`src/rtl/branch_predictor_pkg.sv`:
```
// Shared types and helpers for the branch predictor: table entry layout,
// 2-bit counter encoding and the PC-to-index/tag mapping.
package branch_predictor_pkg;

  // Entry fields are sized for the widest supported PC and truncated by users.
  localparam int BP_ADDR_MAX = 32;

  typedef enum logic [1:0] {
    SNT = 2'd0,
    WNT = 2'd1,
    WT  = 2'd2,
    ST  = 2'd3
  } ctr_t;

  typedef struct packed {
    logic                   valid;
    logic                   is_jump;
    ctr_t                   ctr;
    logic [BP_ADDR_MAX-1:0] tag;
    logic [BP_ADDR_MAX-1:0] target;
  } bp_entry_t;

  function automatic logic [BP_ADDR_MAX-1:0] bp_index(
    input logic [BP_ADDR_MAX-1:0] pc,
    input int                     idx_w,
    input int                     ghr_w,
    input logic [BP_ADDR_MAX-1:0] ghr,
    input logic                   gshare
  );
    logic [BP_ADDR_MAX-1:0] idx;
    idx = (pc >> 2) & ((BP_ADDR_MAX'(1) << idx_w) - BP_ADDR_MAX'(1));
    if (gshare) begin
      idx = idx ^ (ghr & ((BP_ADDR_MAX'(1) << ghr_w) - BP_ADDR_MAX'(1)));
    end
    return idx;
  endfunction

  function automatic logic [BP_ADDR_MAX-1:0] bp_tag(
    input logic [BP_ADDR_MAX-1:0] pc,
    input int                     idx_w
  );
    return pc >> (idx_w + 2);
  endfunction

endpackage

```
`src/rtl/branch_predictor_if.sv`:
```
// Fetch-side lookup, EX-side resolve and statistics signals of the predictor.
interface branch_predictor_if #(
  parameter int PC_W = 9
);
  logic [PC_W-1:0] if_pc;
  logic            pred_hit;
  logic            pred_taken;
  logic [PC_W-1:0] pred_target;

  logic            ex_valid;
  logic [PC_W-1:0] ex_pc;
  logic            ex_is_jump;
  logic            ex_taken;
  logic [PC_W-1:0] ex_target;
  logic            ex_pred_taken;
  logic [PC_W-1:0] ex_pred_target;
  logic            mispredict;
  logic [PC_W-1:0] redirect_pc;

  logic [15:0]     stat_branches;
  logic [15:0]     stat_mispredicts;

  modport master (
    output if_pc, ex_valid, ex_pc, ex_is_jump, ex_taken, ex_target,
           ex_pred_taken, ex_pred_target,
    input  pred_hit, pred_taken, pred_target, mispredict, redirect_pc,
           stat_branches, stat_mispredicts
  );

  modport slave (
    input  if_pc, ex_valid, ex_pc, ex_is_jump, ex_taken, ex_target,
           ex_pred_taken, ex_pred_target,
    output pred_hit, pred_taken, pred_target, mispredict, redirect_pc,
           stat_branches, stat_mispredicts
  );
endinterface

```
`src/rtl/branch_predictor_sat_counter2.sv`:
```
// Combinational 2-bit saturating counter step: up on taken, down otherwise.
module sat_counter2
  import branch_predictor_pkg::*;
(
  input  ctr_t ctr_i,
  input  logic inc_i,
  output ctr_t ctr_o
);

  // NOTE: assigning a default first keeps every path driven, so no latch is inferred.
  always_comb begin
    ctr_o = ctr_i;
    if (inc_i) begin
      if (ctr_i != ST) ctr_o = ctr_t'(ctr_i + 2'd1);
    end else begin
      if (ctr_i != SNT) ctr_o = ctr_t'(ctr_i - 2'd1);
    end
  end

endmodule

```
`src/rtl/branch_predictor.sv`:
```
// Direct-mapped BTB with 2-bit counters, optional gshare indexing,
// non-speculative global history and saturating resolve statistics.
module branch_predictor
  import branch_predictor_pkg::*;
#(
  parameter int PC_W    = 9,
  parameter int ENTRIES = 16,
  parameter int GHR_W   = 4,
  parameter int GSHARE  = 0
) (
  input  logic                clk,
  input  logic                reset,
  branch_predictor_if.slave   bp
);

  localparam int IDX_W = $clog2(ENTRIES);

  bp_entry_t        table_q [ENTRIES];
  logic [GHR_W-1:0] ghr_q, ghr_d;
  logic [15:0]      stat_br_q, stat_br_d;
  logic [15:0]      stat_mp_q, stat_mp_d;

  logic [IDX_W-1:0] rd_idx, wr_idx;
  bp_entry_t        rd_entry, wr_entry, upd_entry;
  logic             rd_hit, wr_hit, upd_we, mispredict;
  ctr_t             ctr_next;

  // Both ports index with the registered history, so an update sees the pre-update GHR.
  assign rd_idx = IDX_W'(bp_index(BP_ADDR_MAX'(bp.if_pc), IDX_W, GHR_W,
                                  BP_ADDR_MAX'(ghr_q), GSHARE != 0));
  assign wr_idx = IDX_W'(bp_index(BP_ADDR_MAX'(bp.ex_pc), IDX_W, GHR_W,
                                  BP_ADDR_MAX'(ghr_q), GSHARE != 0));

  assign rd_entry = table_q[rd_idx];
  assign wr_entry = table_q[wr_idx];
  assign rd_hit   = rd_entry.valid && (rd_entry.tag == bp_tag(BP_ADDR_MAX'(bp.if_pc), IDX_W));
  assign wr_hit   = wr_entry.valid && (wr_entry.tag == bp_tag(BP_ADDR_MAX'(bp.ex_pc), IDX_W));

  assign bp.pred_hit    = rd_hit;
  assign bp.pred_taken  = rd_hit && (rd_entry.is_jump || (rd_entry.ctr inside {WT, ST}));
  assign bp.pred_target = rd_hit ? PC_W'(rd_entry.target) : bp.if_pc + PC_W'(4);

  assign mispredict = bp.ex_valid &&
                      ((bp.ex_taken != bp.ex_pred_taken) ||
                       (bp.ex_taken && (bp.ex_target != bp.ex_pred_target)));
  assign bp.mispredict       = mispredict;
  assign bp.redirect_pc      = bp.ex_taken ? bp.ex_target : bp.ex_pc + PC_W'(4);
  assign bp.stat_branches    = stat_br_q;
  assign bp.stat_mispredicts = stat_mp_q;

  sat_counter2 u_sat_counter2 (
    .ctr_i (wr_entry.ctr),
    .inc_i (bp.ex_taken),
    .ctr_o (ctr_next)
  );

  always_comb begin
    upd_we    = 1'b0;
    upd_entry = wr_entry;
    if (bp.ex_valid) begin
      if (wr_hit) begin
        upd_we        = 1'b1;
        upd_entry.ctr = ctr_next;
        if (bp.ex_taken) upd_entry.target = BP_ADDR_MAX'(bp.ex_target);
      end else if (bp.ex_taken) begin
        // Taken miss claims the slot, evicting whatever aliased there.
        upd_we            = 1'b1;
        upd_entry.valid   = 1'b1;
        upd_entry.is_jump = bp.ex_is_jump;
        upd_entry.ctr     = bp.ex_is_jump ? ST : WT;
        upd_entry.tag     = bp_tag(BP_ADDR_MAX'(bp.ex_pc), IDX_W);
        upd_entry.target  = BP_ADDR_MAX'(bp.ex_target);
      end
    end
  end

  always_comb begin
    ghr_d     = ghr_q;
    stat_br_d = stat_br_q;
    stat_mp_d = stat_mp_q;
    if (bp.ex_valid && !bp.ex_is_jump) ghr_d = {ghr_q[GHR_W-2:0], bp.ex_taken};
    if (bp.ex_valid && (stat_br_q != 16'hFFFF)) stat_br_d = stat_br_q + 16'd1;
    if (mispredict && (stat_mp_q != 16'hFFFF)) stat_mp_d = stat_mp_q + 16'd1;
  end

  // NOTE: state registers use non-blocking assignments so every flop samples pre-edge values.
  always_ff @(posedge clk or negedge reset) begin
    if (!reset) begin
      ghr_q     <= '0;
      stat_br_q <= '0;
      stat_mp_q <= '0;
      // NOTE: the table is a flop array, so it can be cleared asynchronously like any register.
      for (int i = 0; i < ENTRIES; i++) table_q[i] <= '0;
    end else begin
      ghr_q     <= ghr_d;
      stat_br_q <= stat_br_d;
      stat_mp_q <= stat_mp_d;
      if (upd_we) table_q[wr_idx] <= upd_entry;
    end
  end

endmodule

```
`src/flat_wrapper.sv`:
```
// flat-port wrapper written by rule: the top's interface ports become plain ports
module branch_predictor_flat import branch_predictor_pkg::*;
#(
  parameter int PC_W    = 9,
  parameter int ENTRIES = 16,
  parameter int GHR_W   = 4,
  parameter int GSHARE  = 0
)
  (clk, reset, bp_if_pc, bp_ex_valid, bp_ex_pc, bp_ex_is_jump, bp_ex_taken, bp_ex_target, bp_ex_pred_taken, bp_ex_pred_target, bp_pred_hit, bp_pred_taken, bp_pred_target, bp_mispredict, bp_redirect_pc, bp_stat_branches, bp_stat_mispredicts);
  branch_predictor_if #(.PC_W(PC_W)) bp_i ();
  input  logic clk;
  input  logic reset;
  input wire logic [$bits(bp_i.if_pc)-1:0] bp_if_pc;
  input wire logic [$bits(bp_i.ex_valid)-1:0] bp_ex_valid;
  input wire logic [$bits(bp_i.ex_pc)-1:0] bp_ex_pc;
  input wire logic [$bits(bp_i.ex_is_jump)-1:0] bp_ex_is_jump;
  input wire logic [$bits(bp_i.ex_taken)-1:0] bp_ex_taken;
  input wire logic [$bits(bp_i.ex_target)-1:0] bp_ex_target;
  input wire logic [$bits(bp_i.ex_pred_taken)-1:0] bp_ex_pred_taken;
  input wire logic [$bits(bp_i.ex_pred_target)-1:0] bp_ex_pred_target;
  output wire logic [$bits(bp_i.pred_hit)-1:0] bp_pred_hit;
  output wire logic [$bits(bp_i.pred_taken)-1:0] bp_pred_taken;
  output wire logic [$bits(bp_i.pred_target)-1:0] bp_pred_target;
  output wire logic [$bits(bp_i.mispredict)-1:0] bp_mispredict;
  output wire logic [$bits(bp_i.redirect_pc)-1:0] bp_redirect_pc;
  output wire logic [$bits(bp_i.stat_branches)-1:0] bp_stat_branches;
  output wire logic [$bits(bp_i.stat_mispredicts)-1:0] bp_stat_mispredicts;
  assign bp_i.if_pc = bp_if_pc;
  assign bp_i.ex_valid = bp_ex_valid;
  assign bp_i.ex_pc = bp_ex_pc;
  assign bp_i.ex_is_jump = bp_ex_is_jump;
  assign bp_i.ex_taken = bp_ex_taken;
  assign bp_i.ex_target = bp_ex_target;
  assign bp_i.ex_pred_taken = bp_ex_pred_taken;
  assign bp_i.ex_pred_target = bp_ex_pred_target;
  assign bp_pred_hit = bp_i.pred_hit;
  assign bp_pred_taken = bp_i.pred_taken;
  assign bp_pred_target = bp_i.pred_target;
  assign bp_mispredict = bp_i.mispredict;
  assign bp_redirect_pc = bp_i.redirect_pc;
  assign bp_stat_branches = bp_i.stat_branches;
  assign bp_stat_mispredicts = bp_i.stat_mispredicts;
  branch_predictor #(.PC_W(PC_W), .ENTRIES(ENTRIES), .GHR_W(GHR_W), .GSHARE(GSHARE)) u_core (.clk(clk), .reset(reset), .bp(bp_i));
endmodule
```
`config.mk`:
```
export PLATFORM = sky130hd
export DESIGN_NAME = branch_predictor_flat
export DESIGN_NICKNAME = d
export VERILOG_FILES = /design/src/rtl/branch_predictor_pkg.sv /design/src/rtl/branch_predictor_if.sv /design/src/rtl/branch_predictor_sat_counter2.sv /design/src/rtl/branch_predictor.sv /design/src/flat_wrapper.sv
export SDC_FILE = /design/constraint.sdc
export NUM_CORES = 1
export LEC_CHECK = 0
export ABC_CLOCK_PERIOD_IN_PS = 6280
export CORE_MARGIN = 2
export CORE_UTILIZATION = 55
export CTS_CLUSTER_DIAMETER = 40
export DETAILED_ROUTE_END_ITERATION = 7
export GPL_TIMING_DRIVEN = 1
export PLACE_DENSITY = 0.7
export SETUP_SLACK_MARGIN = 0.3
export SLEW_MARGIN = 15
export SYNTH_ARGS = -nofsm -noshare
export SYNTH_HDL_FRONTEND = slang
export SYNTH_SLANG_ARGS = --single-unit
```
`constraint.sdc`:
```
create_clock -name clk -period 6.28 [get_ports clk]
set_input_delay 0.628 -clock clk [delete_from_list [all_inputs] [get_ports clk]]
set_output_delay 0.628 -clock clk [all_outputs]
set_load 0.02 [all_outputs]
```
**After elaboration in Yosys (flattened, before gate mapping)**

Cells that the tools add are included.

- Shifts and indexed selects: 0
- Multiply operators: 0
- Div/mod/pow operators: 0
- Magnitude comparators: 3
- Reductions and logical operators: 12
- Bitwise logic cells: 2
- Equality and inequality tests: 9
- Mux-type cells: 25
- $add $sub $neg: 6

Operators by type and width:

| operator | count |
|---|---|
| 1088-bit bitwise mux | 1 |
| 68-bit binary-select mux with 4-bit select | 2 |
| 68-bit 2-to-1 mux | 7 |
| 68-bit demux with 4-bit select | 1 |
| 32-bit 2-to-1 mux | 3 |
| 32-bit by 3-bit == test with 1-bit output | 2 |
| 16-bit by 1-bit adder with 16-bit output (second input constant) | 2 |
| 16-bit inequality test (second input constant) | 2 |
| 9-bit by 3-bit adder with 9-bit output (second input constant) | 2 |
| 9-bit 2-to-1 mux | 2 |
| 5-bit greater-or-equal comparator (second input constant) | 2 |
| 2-bit 2-to-1 mux | 5 |
| 4-bit inverter with 5-bit output | 2 |
| 9-bit inequality test | 1 |
| 1-bit logical AND | 8 |
| 5-bit by 1-bit less-than comparator with 1-bit output (second input constant) | 1 |
| 2-bit == test (second input constant) | 2 |
| 1-bit 2-to-1 mux | 4 |
| 2-bit nonzero test | 2 |
| 2-bit by 1-bit adder with 2-bit output (second input constant) | 1 |
| 1-bit logical OR | 2 |
| 2-bit inequality test (second input constant) | 1 |
| 2-bit by 1-bit subtractor with 2-bit output (second input constant) | 1 |
| 1-bit inequality test | 1 |

- Memory bits (writable): 0
- Memories kept: 0
- Word-level logic and storage cells: 139
- Output and inout port bits: 53
- Memory bits (read-only): 0
- Bits in registers: 1,120
- Bits in latches: 0

**Logic depth before layout (Yosys ltp)**

- Word-level depth: 10
- Gate-level depth with buffers: 16

**Hierarchy**

Synthesis repeated with hierarchy kept, for this count alone.

- Cell total of the unflattened synthesis: 2,618
- Area, all modules: 34,090.2 µm²

By module, submodules not included:

| module | times used | area an instance (µm²) | cells an instance | sequential area each (µm²) |
|---|---|---|---|---|
| branch_predictor | 1 | 34,063.9 | 2,615 | 18,818.0 |
| sat_counter2 | 1 | 26.3 | 3 | 0.0 |

**Worst setup path after synthesis**

Ideal clock, no wire load.

- Path type: input port to output port
- Start: in bp_if_pc[2]
- End: out bp_pred_target[2]
- Data arrival time: 3.843 ns
- Slack: 1.809 ns
- Required time: 5.652 ns
- Cell stages on the path: 9
- Cells stage by stage: buf_2 buf_1 mux4_2 mux4_2 xnor2_1 nand4_1 a211oi_1 clkbuf_1 mux2i_1

- Word-level cells in the longest chain between the ends: 7
- Elaborated cells on any way between the ends: 8
- Classes of those cells: add/sub: 1; eq/ne: 1; mux: 4; bitwise: 1; reduce/logical: 1

Ends and longest elaborated chain:

| item | line | source |
|---|---|---|
| start: declaration | flat_wrapper.sv:13 | `input wire logic [$bits(bp_i.if_pc)-1:0] bp_if_pc;` |
| 4-bit inverter with 5-bit output (implied by the code) * | branch_predictor.sv:34 | `assign rd_entry = table_q[rd_idx];` |
| 68-bit binary-select mux with 4-bit select * | branch_predictor.sv:34 |  |
| 68-bit 2-to-1 mux (implied by the code) * (2 in series) | branch_predictor.sv:34 |  |
| 32-bit by 3-bit == test with 1-bit output | branch_predictor.sv:36 | `assign rd_hit = rd_entry.valid && (rd_entry.tag == bp_tag(BP_ADDR_MAX'(bp.if_pc), IDX_W));` |
| 1-bit logical AND * | branch_predictor.sv:36 |  |
| named net bp_pred_hit | flat_wrapper.sv:21 | `output wire logic [$bits(bp_i.pred_hit)-1:0] bp_pred_hit;` |
| 9-bit 2-to-1 mux * | branch_predictor.sv:41 | `assign bp.pred_target = rd_hit ? PC_W'(rd_entry.target) : bp.if_pc + PC_W'(4);` |
| end: declaration | flat_wrapper.sv:23 | `output wire logic [$bits(bp_i.pred_target)-1:0] bp_pred_target;` |

Mark *: on every way through the listed nets, which the timed path passes. The rest lies on a longest branch. The select of a mux whose other input is x is not followed.

**Worst setup path in the final report**

- Start: in bp_if_pc[3]
- End: out bp_pred_target[6]

- Word-level cells in the longest chain between the ends: 7
- Elaborated cells on any way between the ends: 8
- Classes of those cells: add/sub: 1; eq/ne: 1; mux: 4; bitwise: 1; reduce/logical: 1

Ends and longest elaborated chain:

| item | line |
|---|---|
| 4-bit inverter with 5-bit output (implied by the code) | branch_predictor.sv:34 |
| 68-bit binary-select mux with 4-bit select | branch_predictor.sv:34 |
| 68-bit 2-to-1 mux (implied by the code) (2 in series) | branch_predictor.sv:34 |
| 32-bit by 3-bit == test with 1-bit output | branch_predictor.sv:36 |
| 1-bit logical AND | branch_predictor.sv:36 |
| 9-bit 2-to-1 mux * | branch_predictor.sv:41 |

Mark *: on every way between the ends. The rest lies on a longest branch, timed or not. The select of a mux whose other input is x is not followed.

==> out/summary.md <==
For this run, the slowest stage of the critical path takes 550 ps. The number of buffer and inverter instances along the worst setup path was 4. Sequential cells account for 41.0% of the total power. The logs give 0 for the number of hold buffers added after cts and 0 for the number of max-slew violations in the final report. Across the routed clock network, the largest skew measured is 33.7 ps.

Final period utilization: 80.4%. The total of endpoints with negative setup slack in the final report is 0. Internal power comes to 9.73 mW. The largest fanout on the critical path is 37, and the net count of the mapped netlist is 2648. STA classifies the critical path endpoint as an output port. The cell area that synthesis handed to floorplanning was 34400 um^2. met2 is the most crowded layer. The total of buffers placed on input and output ports was 94; the die outline height was 254 um.

In this run the biggest area consumer among cell types represents 54.7% of the synthesized area. Setup repair after global routing left no endpoint under its margin. The max capacitance violation total was 0; the pin count of the biggest net entering global routing was 184. Detailed placement finished with a half-perimeter wire length of 59.1 mm. The count of fill cells added during filler insertion came out at 4525.

Across the VDD grid, the largest voltage drop is 0.261 mV. The number of different library cells used by synthesis comes to 78. Sequential elements use 54.7% of the synthesized area. The tools report the met3 track demand over resource as 7.56%. The tools report the register-to-register setup slack as 1730 ps. The run gives 0 as the final number of hold-violating endpoints.

Data on the critical path arrives at its endpoint at 4420 ps. In this run, synthesis inferred 0 flip-flops with an integrated enable. For the number of nets at the end of the flow, the log shows 2743. Clock-pin slew was measured on the worst setup and hold paths at 60 ps.

In this run the power spent charging and discharging nets is 3.38 mW. The H-tree depth came out at 3. The leakage power summed over all cells is 19.0 nW.

The count of cells along the worst register-to-register path was 11. For the clock network fraction of total power, the log shows 47.7%. The initial antenna violation count came out at 1.

For the last weighted congestion value of the routability-driven placer, the log shows 0.966. The number of buffers inserted by post-CTS setup repair came out at 0. For this block, the via count after detailed routing is 22400. The run finished with clean final reports.

STA classifies the critical path startpoint as an input pin. Worst setup path startpoint: bp_if_pc[3]. The run gives 39900 um^2 as the area of all placed cells without fillers.

The endpoint identified for the worst register-to-register timing path is u_core.table_q[262]. The final total negative setup slack was 0 ps. After layout, the minimum clock period comes to 5050 ps. In this run the count of I/O pins placed on the die edge is 95. The critical path data required time is 5650 ps. The pre-antenna-repair detailed-routing pass consisted of 6 iterations. During synthesis, Yosys emitted a total of 0 warnings. The run gives 23200 as the number of global-route vias before repair. For the pin with the worst max-slew slack, the measured transition is 1030 ps. From left edge to right edge, the die measures 254 um. The placeable core area was 61800 um^2.

For this run, the total global-route usage over all layers was measured as 29.2%. Global routing consumed, on the met1 layer, 41.9% of the routing resources. The type of the worst min-delay path is input pin to async pin. The number of instances in the synthesized netlist was 2599; the share of flip-flops with an asynchronous set or reset was 100%. The first global-routing pass estimated 142 mm of wire. By startpoint and endpoint, the worst setup path is classified as input pin to output port.

Achievable frequency: 198 MHz. In this run the core area contains 91 standard-cell rows. The clock latency on the worst-skew pair came out at 660 ps.

The count of nets left with antenna violations once routing finished came out at 0. The area growth from synthesis to final layout works out to 15.8%. The synthesized design spends more area on one cell type than any other, namely sky130_fd_sc_hd__dfrtp_1. The critical path goes through buf_4, inv_1, nor4_1, a21oi_1, a21oi_1, a41oi_1, nor3_1, a31oi_1, a211oi_2, buf_4, mux2_2, clkdlybuf4s50_1. The kind of cell with the highest combined delay along the critical path is buffers and inverters. A synthesized cell averages 13.2 um^2.

In this run switching power makes up 25.8% of total power. The root buffer cell chosen for the clock tree is sky130_fd_sc_hd__clkbuf_16. The routed wirelength normalized by instance count came out at 25.1 um.

The share of total power dissipated in combinational logic is 11.2%. In this run the worst setup path terminates at bp_pred_target[6]. The logs give 91.1 mm for the total routed wirelength and 0 for the overall overflow remaining after global route. The cell depth of the worst setup path works out to 12. The number of clock buffers added by TritonCTS is 106.

Cells with a size suffix above 1 make up 25.4% of the layout. By area the synthesized netlist is led by sky130_fd_sc_hd__dfrtp_1 55%, sky130_fd_sc_hd__mux4_2 10%, sky130_fd_sc_hd__and2_1 8.5%. Counting every sink on the clock net gives 752. TritonCTS built the clock tree. Counting along the longest clock path gives a buffer depth of 3. Initial core utilization: 55.7%. The largest individual stage delay along the critical path comes from the cell sky130_fd_sc_hd__clkdlybuf4s50_1. Power spread over the standard cell area amounts to 329 nW/um^2. The tools report the total die area as 64600 um^2. For the met2 usage, the log shows 43.5%. In the routed layout, each cell is associated on average with a via count of 6.17. The dominant register cell in the synthesized netlist is sky130_fd_sc_hd__dfrtp_1. The worst register-to-register path begins at u_core.table_q[240]. The first routing iteration left 2341 violations. After detailed routing, the number of remaining DRC violations is 0.

Counting flops and latches in the post-synthesis netlist gives 752. Measured against its own limit, the worst slew margin works out to 31.5%. The number of gates resized after CTS was 0.

The instance area at placement is 36100 um^2.
==> state kept, by name, summed over array words and instances (netlist names) <==
register                    flops
u_core.table_q                720
u_core.bp.stat_mispredicts     16
u_core.bp.stat_branches        16
==> logic make-up (layout without fill, tap and decap cells) <==
logic type | Yosys count | in the layout | share of synthesized area [%]
mux | 438 | 438 | 20.4
simple gates | 998 | 998 | 17.3
fa+ha+maj | 8 | 8 | 0.283
xor+xnor | 55 | 55 | 1.40
other cells | 0 | 1 | 0
buf+inv | 176 | 363 | 2.57
compound gates | 172 | 172 | 3.45
flops | 752 | 752 | 54.7
==> power groups by stage <==
stage | logic, mW | clock network [mW] | registers, mW
4_1_cts | 1.48 | 6.32 | 5.37
3_5_place_dp | 1.46 | 0 | 5.45
5_1_grt | 1.57 | 6.55 | 5.41
6_report | 1.47 | 6.26 | 5.38
3_3_place_gp | 1.43 | 0 | 5.42
2_1_floorplan | 0.924 | 0 | 5.41
==> Yosys cell counts (all sizes together) (5+ instances only) <==
| library cell | instances |
|---|---|
| a211o | 6 |
| a211oi | 25 |
| a21oi | 47 |
| a221oi | 6 |
| a22oi | 6 |
| a31oi | 6 |
| and2 | 468 |
| and3 | 6 |
| and4 | 5 |
| and4b | 6 |
| buf | 70 |
| clkbuf | 90 |
| dfrtp | 752 |
| ha | 7 |
| inv | 15 |
| mux2 | 270 |
| mux2i | 15 |
| mux4 | 153 |
| nand2 | 45 |
| nand2b | 27 |
| nand3 | 33 |
| nand4 | 42 |
| nor2 | 140 |
| nor2b | 5 |
| nor3 | 86 |
| nor4 | 87 |
| nor4b | 11 |
| o211ai | 7 |
| o21ai | 23 |
| o311ai | 7 |
| o31ai | 5 |
| o41ai | 5 |
| or3 | 11 |
| or4 | 13 |
| xnor2 | 32 |
| xor2 | 23 |
==> metrics by stage <==
step / worst slack, ps / hold WS [ps] / std cells / util (%) / total power, mW
2_1_floorplan: 1810 / 332 / 2599 / - / 6.34
5_1_grt: 1080 / 171 / 3623 / 64.5 / 13.5
4_1_cts: 1340 / 109 / 3623 / 64.5 / 13.2
3_3_place_gp: 988 / 460 / 3423 / 58.4 / 6.85
3_5_place_dp: 1040 / 463 / 3423 / 58.4 / 6.91
6_report: 1230 / 83.9 / 3624 / 64.5 / 13.1
==> area by class of cell <==
type | instances | area, um^2 | area share (%)
clock buffer | 124 | 2860 | 7.18
inverter | 16 | 60.1 | 0.151
multi-input combinational | 1671 | 14700 | 36.9
clock inverter | 76 | 922 | 2.31
sequential | 752 | 18800 | 47.2
antenna | 1 | 2.50 | 0.00628
timing repair buffer | 147 | 1430 | 3.57
tap | 837 | 1050 | 2.63
==> per-layer routing <==
metal / part of all wire, % / up-vias
li1: - / 9600
met1: 42 / 11700
met2: 46 / 839
met3: 8.6 / 188
met4: 3.3 / 2
met5: 0.021 / -
==> worst min path at each step <==
| stage | slack, ps | cells past startpoint | to | start |
|---|---|---|---|---|
| 2_1_floorplan | 330 | 0 | u_core.bp.stat_branches[0] | reset |
| 4_1_cts | 110 | 1 | u_core.bp.stat_branches[10] | reset |
| 5_1_grt | 170 | 1 | u_core.bp.stat_branches[8] | reset |
| 3_3_place_gp | 460 | 1 | u_core.table_q[60] | u_core.table_q[60] |
| 6_report | 80 | 1 | u_core.bp.stat_branches[8] | reset |
| 3_5_place_dp | 460 | 1 | u_core.table_q[128] | u_core.table_q[128] |
==> cell usage in the layout, fill, tap and decap left out, drive strengths merged, types with 13 or more instances in the layout <==
cell and instances:
dfrtp 752, or4 13, a211oi 25, clkdlybuf4s50 85, buf 62, mux4 153
bufinv 13, mux2 270, nand2b 27, xor2 23, inv 39, nor3 86
nand2 45, o21ai 23, mux2i 15, and2 468, a21oi 47, clkinv 32
nor2 140, nor4 87, nand4 42, xnor2 32, clkbuf 124, nand3 33
Power figures use the tool's default switching activity.
